--- src/rtl/tmu_fmlarb.sv ---
// tmu_fmlarb: two-master round-robin FML read arbiter, one 4-beat burst per grant
module tmu_fmlarb #(
    parameter int fml_depth = 26
) (
    input  logic                 sys_clk,
    input  logic                 sys_rst,
    input  logic [fml_depth-1:0] m0_adr,
    input  logic                 m0_stb,
    output logic                 m0_ack,
    input  logic [fml_depth-1:0] m1_adr,
    input  logic                 m1_stb,
    output logic                 m1_ack,
    output logic [fml_depth-1:0] fml_adr,
    output logic                 fml_stb,
    input  logic                 fml_ack,
    output logic                 busy
);
    typedef enum logic [1:0] {IDLE, REQ, TAIL} state_t;
    state_t               r_state;
    logic                 r_grant;
    logic                 r_last;
    logic                 r_stb;
    logic                 r_busy;
    logic [1:0]           r_tcount;
    logic [fml_depth-1:0] r_adr;
    logic                 w_pick;
    always_comb w_pick = (m0_stb && m1_stb) ? ~r_last : ~m0_stb;
    always_ff @(posedge sys_clk) begin
        if (sys_rst) begin
            r_state  <= IDLE;
            r_grant  <= 1'b0;
            r_last   <= 1'b1;
            r_stb    <= 1'b0;
            r_busy   <= 1'b0;
            r_tcount <= '0;
            r_adr    <= '0;
        end else begin
            case (r_state)
                IDLE: if (m0_stb || m1_stb) begin
                    r_grant <= w_pick;
                    r_adr   <= w_pick ? m1_adr : m0_adr;
                    r_stb   <= 1'b1;
                    r_busy  <= 1'b1;
                    r_state <= REQ;
                end
                REQ: if (fml_ack) begin
                    r_last   <= r_grant;
                    r_tcount <= '0;
                    r_stb    <= 1'b0;
                    r_state  <= TAIL;
                end
                TAIL: begin
                    r_tcount <= r_tcount + 2'd1;
                    if (r_tcount == 2'd2) begin
                        r_busy  <= 1'b0;
                        r_state <= IDLE;
                    end
                end
                default: r_state <= IDLE;
            endcase
        end
    end
    assign fml_adr = r_adr;
    assign fml_stb = r_stb;
    assign busy    = r_busy;
    assign m0_ack  = fml_ack && r_state == REQ && !r_grant;
    assign m1_ack  = fml_ack && r_state == REQ && r_grant;
endmodule

--- config.mk ---
export PLATFORM = sky130hd
export DESIGN_NAME = tmu_fmlarb
export DESIGN_NICKNAME = d
export VERILOG_FILES = /design/src/rtl/tmu_fmlarb.sv
export SDC_FILE = /design/constraint.sdc
export NUM_CORES = 1
export LEC_CHECK = 0
export CAP_MARGIN = 20
export CORE_AREA = 8 8 73 75
export DETAILED_ROUTE_END_ITERATION = 10
export DIE_AREA = 0 0 81 83
export GPL_ROUTABILITY_DRIVEN = 0
export PLACE_DENSITY = 0.79
export SLEW_MARGIN = 20
export SYNTH_ARGS = -nofsm -noshare
export SYNTH_HDL_FRONTEND = slang
export SYNTH_SLANG_ARGS = --single-unit
--- constraint.sdc ---
create_clock -name sys_clk -period 2.3 [get_ports sys_clk]
set_input_delay 0.46 -clock sys_clk [delete_from_list [all_inputs] [get_ports sys_clk]]
set_output_delay 0.46 -clock sys_clk [all_outputs]
set_load 0.03 [all_outputs]
==> flow_metrics.py, run 1 <==
metrics = {
    "drt": {
        "final_antenna_net_count": 0,
        "drt_total_wl_um": 5490,
        "drc": 0,
        "drt_first_iter_violations": 104,
        "via_per_inst": 5.49,
        "via_count": 1778,
        "routedWlPerCell_um": 16.9,
        "drt_pass1_iterations": 4,
    },
    "synthesis": {
        "synth.area.mux_share_pct": 0,
        "synth_simple_gate_area_share_pct": 11.7,
        "post_synthesis_instance_total": 193,
        "synthArstFlopShare_pct": 0,
        "area_share_of_fa_ha_maj_cells_after_synthesis_pct": 0.716,
        "synth_compound_area_share_pct": 39.9,
        "syn_area_um2": 1750,
        "synth_seq_cells": 34,
        "synthXorXnorAreaFrac_pct": 0,
        "synth.avg_cell_area_um2": 9.06,
        "postSynthNetCount": 251,
        "synth.yosys.seq_area_share_pct": 38.9,
        "synth_top_family_by_area": "compound AO/OA/AOI/OAI gates",
        "yosysWarningCount": 0,
        "synth_enable_flop_cells": 0,
        "ys.flop_type": "sky130_fd_sc_hd__dfxtp_1",
        "ys_types": 27,
    },
    "cts": {
        "clk_pin_slew_worst_paths_ps": 70,
        "post_cts_resize_count": 0,
        "clk_latency_ps": 280,
        "htreeDepth": 2,
        "cts.path.max_buffers": 2,
        "cts_tree": "built",
        "postCtsHoldBufs": 0,
        "cts_num_sinks": 34,
        "cts_setup_buffers": 0,
        "cts_buffers": 5,
        "cts.root.buffer_cell": "sky130_fd_sc_hd__clkbuf_8",
    },
    "finish": {
        "drive_above_1_share_pct": 16.2,
        "mostFrequentLayoutCell": "sky130_fd_sc_hd__clkdlybuf4s50_1",
        "final_core_utilization_pct": 64.0,
        "commonest_cells_after_routing_fill_and_taps_aside": "83 x sky130_fd_sc_hd__clkdlybuf4s50_1, 34 x sky130_fd_sc_hd__dfxtp_1, 29 x sky130_fd_sc_hd__a21oi_1",
        "diodes": 0,
        "area_delta_synth_final_pct": 53.9,
        "post_layout_nets": 329,
    },
    "grt": {
        "grt_overflow": 0,
        "grt_use_total_pct": 15.9,
        "grt_start_max_net_pins": 35,
        "grt_pass1_wl_um": 8760,
        "antenna_violations_before_repair": 0,
        "via_count_of_the_first_global_routing_pass": 1806,
    },
    "floorplan": {
        "fp.dieArea_um2": 6720,
        "core-area_um2": 4200,
        "top_level_ports": 87,
        "die_outline_height_um": 83,
        "floorplan.die.width_um": 81,
        "floorplan.initialDensity_pct": 41.6,
        "core.rowCount": 24,
    },
    "setup_path": {
        "worstReg2RegEnd": "fml_adr[3]",
        "worstPathMaxFanout": 6,
        "worstRegToRegCells": 4,
        "timing.reg2reg.setup_slack_ps": 840,
        "timing.rr.start": "r_state[0]",
        "critical_path_required_ps": 1840,
        "type_of_element_launching_the_critical_path": "primary input",
        "criticalPathCategory": "in2out",
        "critical_path.endpoint_type": "primary output",
        "worst_ep_arrival_time_ps": 1540,
    },
    "pwr": {
        "switching_share_pct": 32.9,
        "clkPwrFrac_pct": 25.3,
        "post-layout-total-power_mw": 1.78,
        "internal-power_mw": 1.20,
        "vdd.ir_drop.worst_v": 0.000395,
        "switchingPower_uw": 586,
        "total_leakage_power_nw": 0.940,
        "power.density_nw_per_um2": 662,
        "comb_power_share_pct": 35.5,
        "p_seq_share_pct": 39.2,
    },
    "placed_design": {
        "place.detailed.hpwl_um": 4010,
        "io_buffers": 86,
    },
    "timing": {
        "setup_repair_after_global_routing_missed_its_margin": "no",
        "min_period_over_period_pct": 87.0,
        "worst_slew_pin_slew_ps": 808,
        "timing.clock.skew_ps": 4.67,
        "achievable-frequency_ghz": 0.500,
        "hold-worst-slack_ps": 463,
        "setup_violations": 0,
        "fin_setup_tns_ps": 0,
        "final_hold_viol_count": 0,
        "max-slew-margin-rel_pct": 46.1,
        "fin_crit_ps": 2000,
        "timing_max_transition_violations_final": 0,
    },
    "worst_hold_path": {
        "class_of_the_most_critical_hold_timing_path": "reg2reg",
        "min_delay_path_depth": 2,
        "worstHoldStart": "fml_stb",
        "hold_path_end": "fml_stb",
    },
    "job": {
        "maxCapViolations": 0,
    },
    "status": {
        "status": "completed",
    },
}
==> worst max-delay path by stage <==
stage | from | end | slack, ps | depth (start not counted)
2_1_floorplan | fml_ack | m1_ack | 770 | 2
3_3_place_gp | m0_stb | fml_adr[6] | 250 | 5
3_5_place_dp | m0_stb | fml_adr[10] | 240 | 5
4_1_cts | fml_ack | m1_ack | 280 | 4
5_1_grt | fml_ack | m1_ack | 210 | 4
6_report | fml_ack | m1_ack | 300 | 4
==> cell usage after synthesis (2+ instances only) <==
| cell type | n | area share [%] |
|---|---|---|
| sky130_fd_sc_hd__clkbuf_1 | 9 | 1.9 |
| sky130_fd_sc_hd__nand2_1 | 2 | 0.43 |
| sky130_fd_sc_hd__buf_4 | 2 | 0.86 |
| sky130_fd_sc_hd__buf_2 | 8 | 2.3 |
| sky130_fd_sc_hd__nand2b_1 | 2 | 0.72 |
| sky130_fd_sc_hd__nand3_1 | 26 | 7.4 |
| sky130_fd_sc_hd__a311oi_2 | 20 | 17 |
| sky130_fd_sc_hd__nor2b_1 | 2 | 0.72 |
| sky130_fd_sc_hd__o21ai_0 | 28 | 8.0 |
| sky130_fd_sc_hd__inv_1 | 3 | 0.64 |
| sky130_fd_sc_hd__nor2_1 | 5 | 1.1 |
| sky130_fd_sc_hd__a311oi_1 | 6 | 3.0 |
| sky130_fd_sc_hd__dfxtp_1 | 34 | 39 |
| sky130_fd_sc_hd__buf_6 | 4 | 2.6 |
| sky130_fd_sc_hd__a221oi_1 | 2 | 1.0 |
| sky130_fd_sc_hd__a21oi_1 | 29 | 8.3 |
==> metrics by stage <==
step	cell area [µm²]	instances	setup WS, ps
after floorplan	1750	193	772
after global placement	2600	316	246
after detailed placement	2600	316	240
after CTS	2690	324	281
after global routing	2690	324	212
final	2690	324	299
==> final cells by class <==
cell class                 count  area, µm²
timing repair buffer          95        918
multi-input combinational    131        920
clock buffer                   7       86.3
inverter                       4       15.0
fill                         379       1510
sequential                    34        681
tap                           52       65.1
clock inverter                 1       5.00
==> registers in the layout, indices dropped and copies added (netlist names) <==
signal,flops
r_grant,1
r_last,1
busy,1
fml_stb,1
fml_adr,26
r_tcount,2
r_state,2
==> layer usage <==
layer  wire length [µm]  GRT usage (%)  share of wire, %  up-vias
met5                  0              0                 0        -
met2               2710           26.5                49       61
met3                506           5.50               9.2        4
met1               2230           18.8                41      821
met4                 42           4.07              0.77        0
li1                   -              -                 -      892
==> worst max-delay path, stage by stage <==
cell,delay (ps)
sky130_fd_sc_hd__clkdlybuf4s50_1,500
sky130_fd_sc_hd__nand3b_1,200
sky130_fd_sc_hd__nor2_1,200
sky130_fd_sc_hd__buf_4,190
==> power groups by stage <==
stage | sequential [mW] | combinational, mW | clock, mW
after floorplan | 0.826 | 0.263 | 0
after global routing | 0.705 | 0.675 | 0.488
after CTS | 0.699 | 0.636 | 0.460
after global placement | 0.709 | 0.627 | 0
final | 0.699 | 0.632 | 0.451
after detailed placement | 0.712 | 0.634 | 0
==> cells by family (layout without fill, tap and decap cells) <==
group | Yosys count | after routing
buffers and inverters | 28 | 107
and+or+nand+nor | 40 | 40
adders and majority gates | 1 | 1
AOI/OAI and AO/OA | 90 | 90
DFF | 34 | 34
(Power assumes the default switching activity.)
==> inputs of run 2 (changes only) <==
SLEW_MARGIN = 15   (was 20)
==> results of run 2 <==
Final layout, timing and power as in run 1 (identical DEF).
==> inputs of run 3 (changes only) <==
ABC_AREA = 1   (was default)
CORE_AREA = 8 8 74 76   (was 8 8 73 75)
DIE_AREA = 0 0 82 84   (was 0 0 81 83)
PLACE_DENSITY = 0.78   (was 0.79)
==> run 3 against run 2 <==
Net effect:
- critical path depth unchanged
- via count up 8.9%
- routed wire length shrank 3.4%
- core utilization is 0.42 points higher
- cell area is 2.1% higher
- largest power group unchanged
==> flow_metrics.py, run 3 <==
metrics = {
    "drt": {
        "via_count": 1937,
        "drc": 0,
        "final_antenna_net_count": 0,
        "via_per_inst": 4.74,
        "drt_total_wl_um": 5300,
        "routedWlPerCell_um": 13.0,
        "drt_first_iter_violations": 95,
        "drt_pass1_iterations": 4,
    },
    "setup_path": {
        "path_depth": 4,
        "type_of_element_launching_the_critical_path": "primary input",
        "critical_path.endpoint_type": "primary output",
        "timing.critical_path.slowest_cell_delay_ps": 500,
        "worstPathCellList": "clkdlybuf4s50_1, nand3_1, nor2_1, buf_4",
        "criticalPathCategory": "in2out",
        "worst_ep_arrival_time_ps": 1480,
        "worstPathMaxFanout": 6,
        "critical_path_required_ps": 1840,
        "worstRegToRegCells": 6,
        "cpMaxStageDelayCell": "sky130_fd_sc_hd__clkdlybuf4s50_1",
        "cp.buffers_inverters": 2,
        "critical_path.top_delay_family": "buffers and inverters",
    },
    "finish": {
        "flip_flop_count_of_the_largest_register_after_layout": 26,
        "area_delta_synth_final_pct": 54.5,
        "mostFrequentLayoutCell": "sky130_fd_sc_hd__clkdlybuf4s50_1",
        "drive_above_1_share_pct": 7.84,
        "commonest_cells_after_routing_fill_and_taps_aside": "84 x sky130_fd_sc_hd__clkdlybuf4s50_1, 59 x sky130_fd_sc_hd__inv_1, 59 x sky130_fd_sc_hd__nand2_1",
        "post_layout_nets": 414,
        "diodes": 0,
        "final_core_utilization_pct": 64.4,
    },
    "floorplan": {
        "floorplan.die.width_um": 82,
        "fp.dieArea_um2": 6890,
        "floorplan.initialDensity_pct": 41.7,
        "top_level_ports": 87,
        "core-area_um2": 4260,
        "core.rowCount": 24,
        "die_outline_height_um": 84,
    },
    "timing": {
        "setup_repair_after_global_routing_missed_its_margin": "no",
        "fin_setup_tns_ps": 0,
        "final_hold_viol_count": 0,
        "timing.clock.skew_ps": 2.42,
        "timing_max_transition_violations_final": 0,
        "fin_crit_ps": 1940,
        "setup_violations": 0,
        "worst_slew_pin_slew_ps": 508,
        "achievable-frequency_ghz": 0.516,
        "min_period_over_period_pct": 84.3,
        "max-slew-margin-rel_pct": 66.0,
    },
    "synthesis": {
        "ys.flop_type": "sky130_fd_sc_hd__dfxtp_1",
        "yosysWarningCount": 0,
        "synth_enable_flop_cells": 0,
        "synth_top_family_by_area": "simple AND/OR/NAND/NOR gates",
        "synth.top_cell.area_share_pct": 38.3,
        "synthArstFlopShare_pct": 0,
        "synth_seq_cells": 34,
        "synth.yosys.seq_area_share_pct": 38.3,
        "synth.avg_cell_area_um2": 6.56,
        "synth_simple_gate_area_share_pct": 31.0,
        "post_synthesis_instance_total": 271,
        "postSynthNetCount": 329,
        "area_share_of_fa_ha_maj_cells_after_synthesis_pct": 0.704,
        "synth.area.mux_share_pct": 0,
        "synthXorXnorAreaFrac_pct": 0,
        "ys_types": 21,
        "syn_area_um2": 1780,
        "synth_compound_area_share_pct": 12.0,
        "synth_top_cells_by_count": "59 x sky130_fd_sc_hd__inv_1, 59 x sky130_fd_sc_hd__nand2_1, 55 x sky130_fd_sc_hd__nand3_1, 34 x sky130_fd_sc_hd__dfxtp_1, 25 x sky130_fd_sc_hd__a21oi_1",
        "synth_top_area_cell": "sky130_fd_sc_hd__dfxtp_1",
        "synth_area_leaders": "sky130_fd_sc_hd__dfxtp_1 38%, sky130_fd_sc_hd__nand3_1 15%, sky130_fd_sc_hd__inv_1 12%",
    },
    "job": {
        "maxCapViolations": 0,
    },
    "cts": {
        "cts.path.max_buffers": 2,
        "postCtsHoldBufs": 0,
        "htreeDepth": 2,
        "clk_latency_ps": 270,
        "clk_pin_slew_worst_paths_ps": 70,
        "cts_tree": "built",
        "cts_buffers": 5,
        "post_cts_resize_count": 0,
        "cts.root.buffer_cell": "sky130_fd_sc_hd__clkbuf_8",
        "cts_num_sinks": 34,
        "cts_setup_buffers": 0,
    },
    "worst_hold_path": {
        "class_of_the_most_critical_hold_timing_path": "reg2reg",
        "min_delay_path_depth": 2,
    },
    "grt": {
        "grt_overflow": 0,
        "grt_pass1_wl_um": 8540,
        "globalRouteMet3Util_pct": 5.93,
        "grt_use_total_pct": 15.2,
        "grt.met1_usage_pct": 16.5,
        "via_count_of_the_first_global_routing_pass": 1933,
        "grt_start_max_net_pins": 28,
        "gr-max-usage-layer": "met2",
        "antenna_violations_before_repair": 0,
        "gr-usage-met2_pct": 25.6,
    },
    "placed_design": {
        "io_buffers": 86,
        "place.detailed.hpwl_um": 4070,
    },
    "pwr": {
        "vdd.ir_drop.worst_v": 0.000334,
        "power.density_nw_per_um2": 643,
        "total_leakage_power_nw": 1.32,
    },
    "status": {
        "status": "completed",
    },
}
[run 3: kinds of logic after synthesis]
group | Yosys count
and+or+nand+nor | 125
DFF | 34
buffers and inverters | 75
adders and majority gates | 1
AOI/OAI and AO/OA | 36
[run 3: per-layer routing]
metal  vias to the layer above  wire (µm)  share of wire (%)
met5                         -          0                  0
met4                         0         96                1.8
met3                         6        497                9.4
met2                        69       2540                 48
met1                       856       2170                 41
li1                       1006          -                  -
[run 3: tightest hold or removal path, stage by stage, from the launching register on]
cell	delay (ps)
sky130_fd_sc_hd__dfxtp_1	310
sky130_fd_sc_hd__nand2_1	60
sky130_fd_sc_hd__a21oi_1	60
[run 3: final timing paths]
| kind | from | to | slack (ps) |
|---|---|---|---|
| worst min-delay path | fml_stb | fml_stb | 470 |
| worst min register to register | fml_stb | fml_stb | 470 |
| worst max-delay path | fml_ack | m0_ack | 360 |
| worst max register to register | r_state[0] | fml_adr[16] | 960 |
[run 3: report_power, final]
part / total, mW / switching [mW] / internal, mW
registers: 0.699 / 0.0390 / 0.660
clock network: 0.437 / 0.195 / 0.241
logic: 0.631 / 0.349 / 0.283
[run 3: area by class of cell]
cell class              instances  area [µm²]
inverters                      60         225
clock buffers                   7        86.3
well taps                      52        65.1
fillers                       417        1520
clock inverters                 1        5.00
repair buffers                 93         908
flip-flops and latches         34         681
multi-input cells             162         776
[run 3: metrics by stage]
step                      hold slack [ps]  cells  cell area [µm²]  setup slack [ps]  power, mW
after floorplan                       429    271             1780               792       1.08
after global placement                456    401             2660               395       1.34
after detailed placement              470    401             2660               366       1.35
after CTS                             478    409             2750               358       1.79
after global routing                  511    409             2750               297       1.87
final                                 473    409             2750               362       1.77
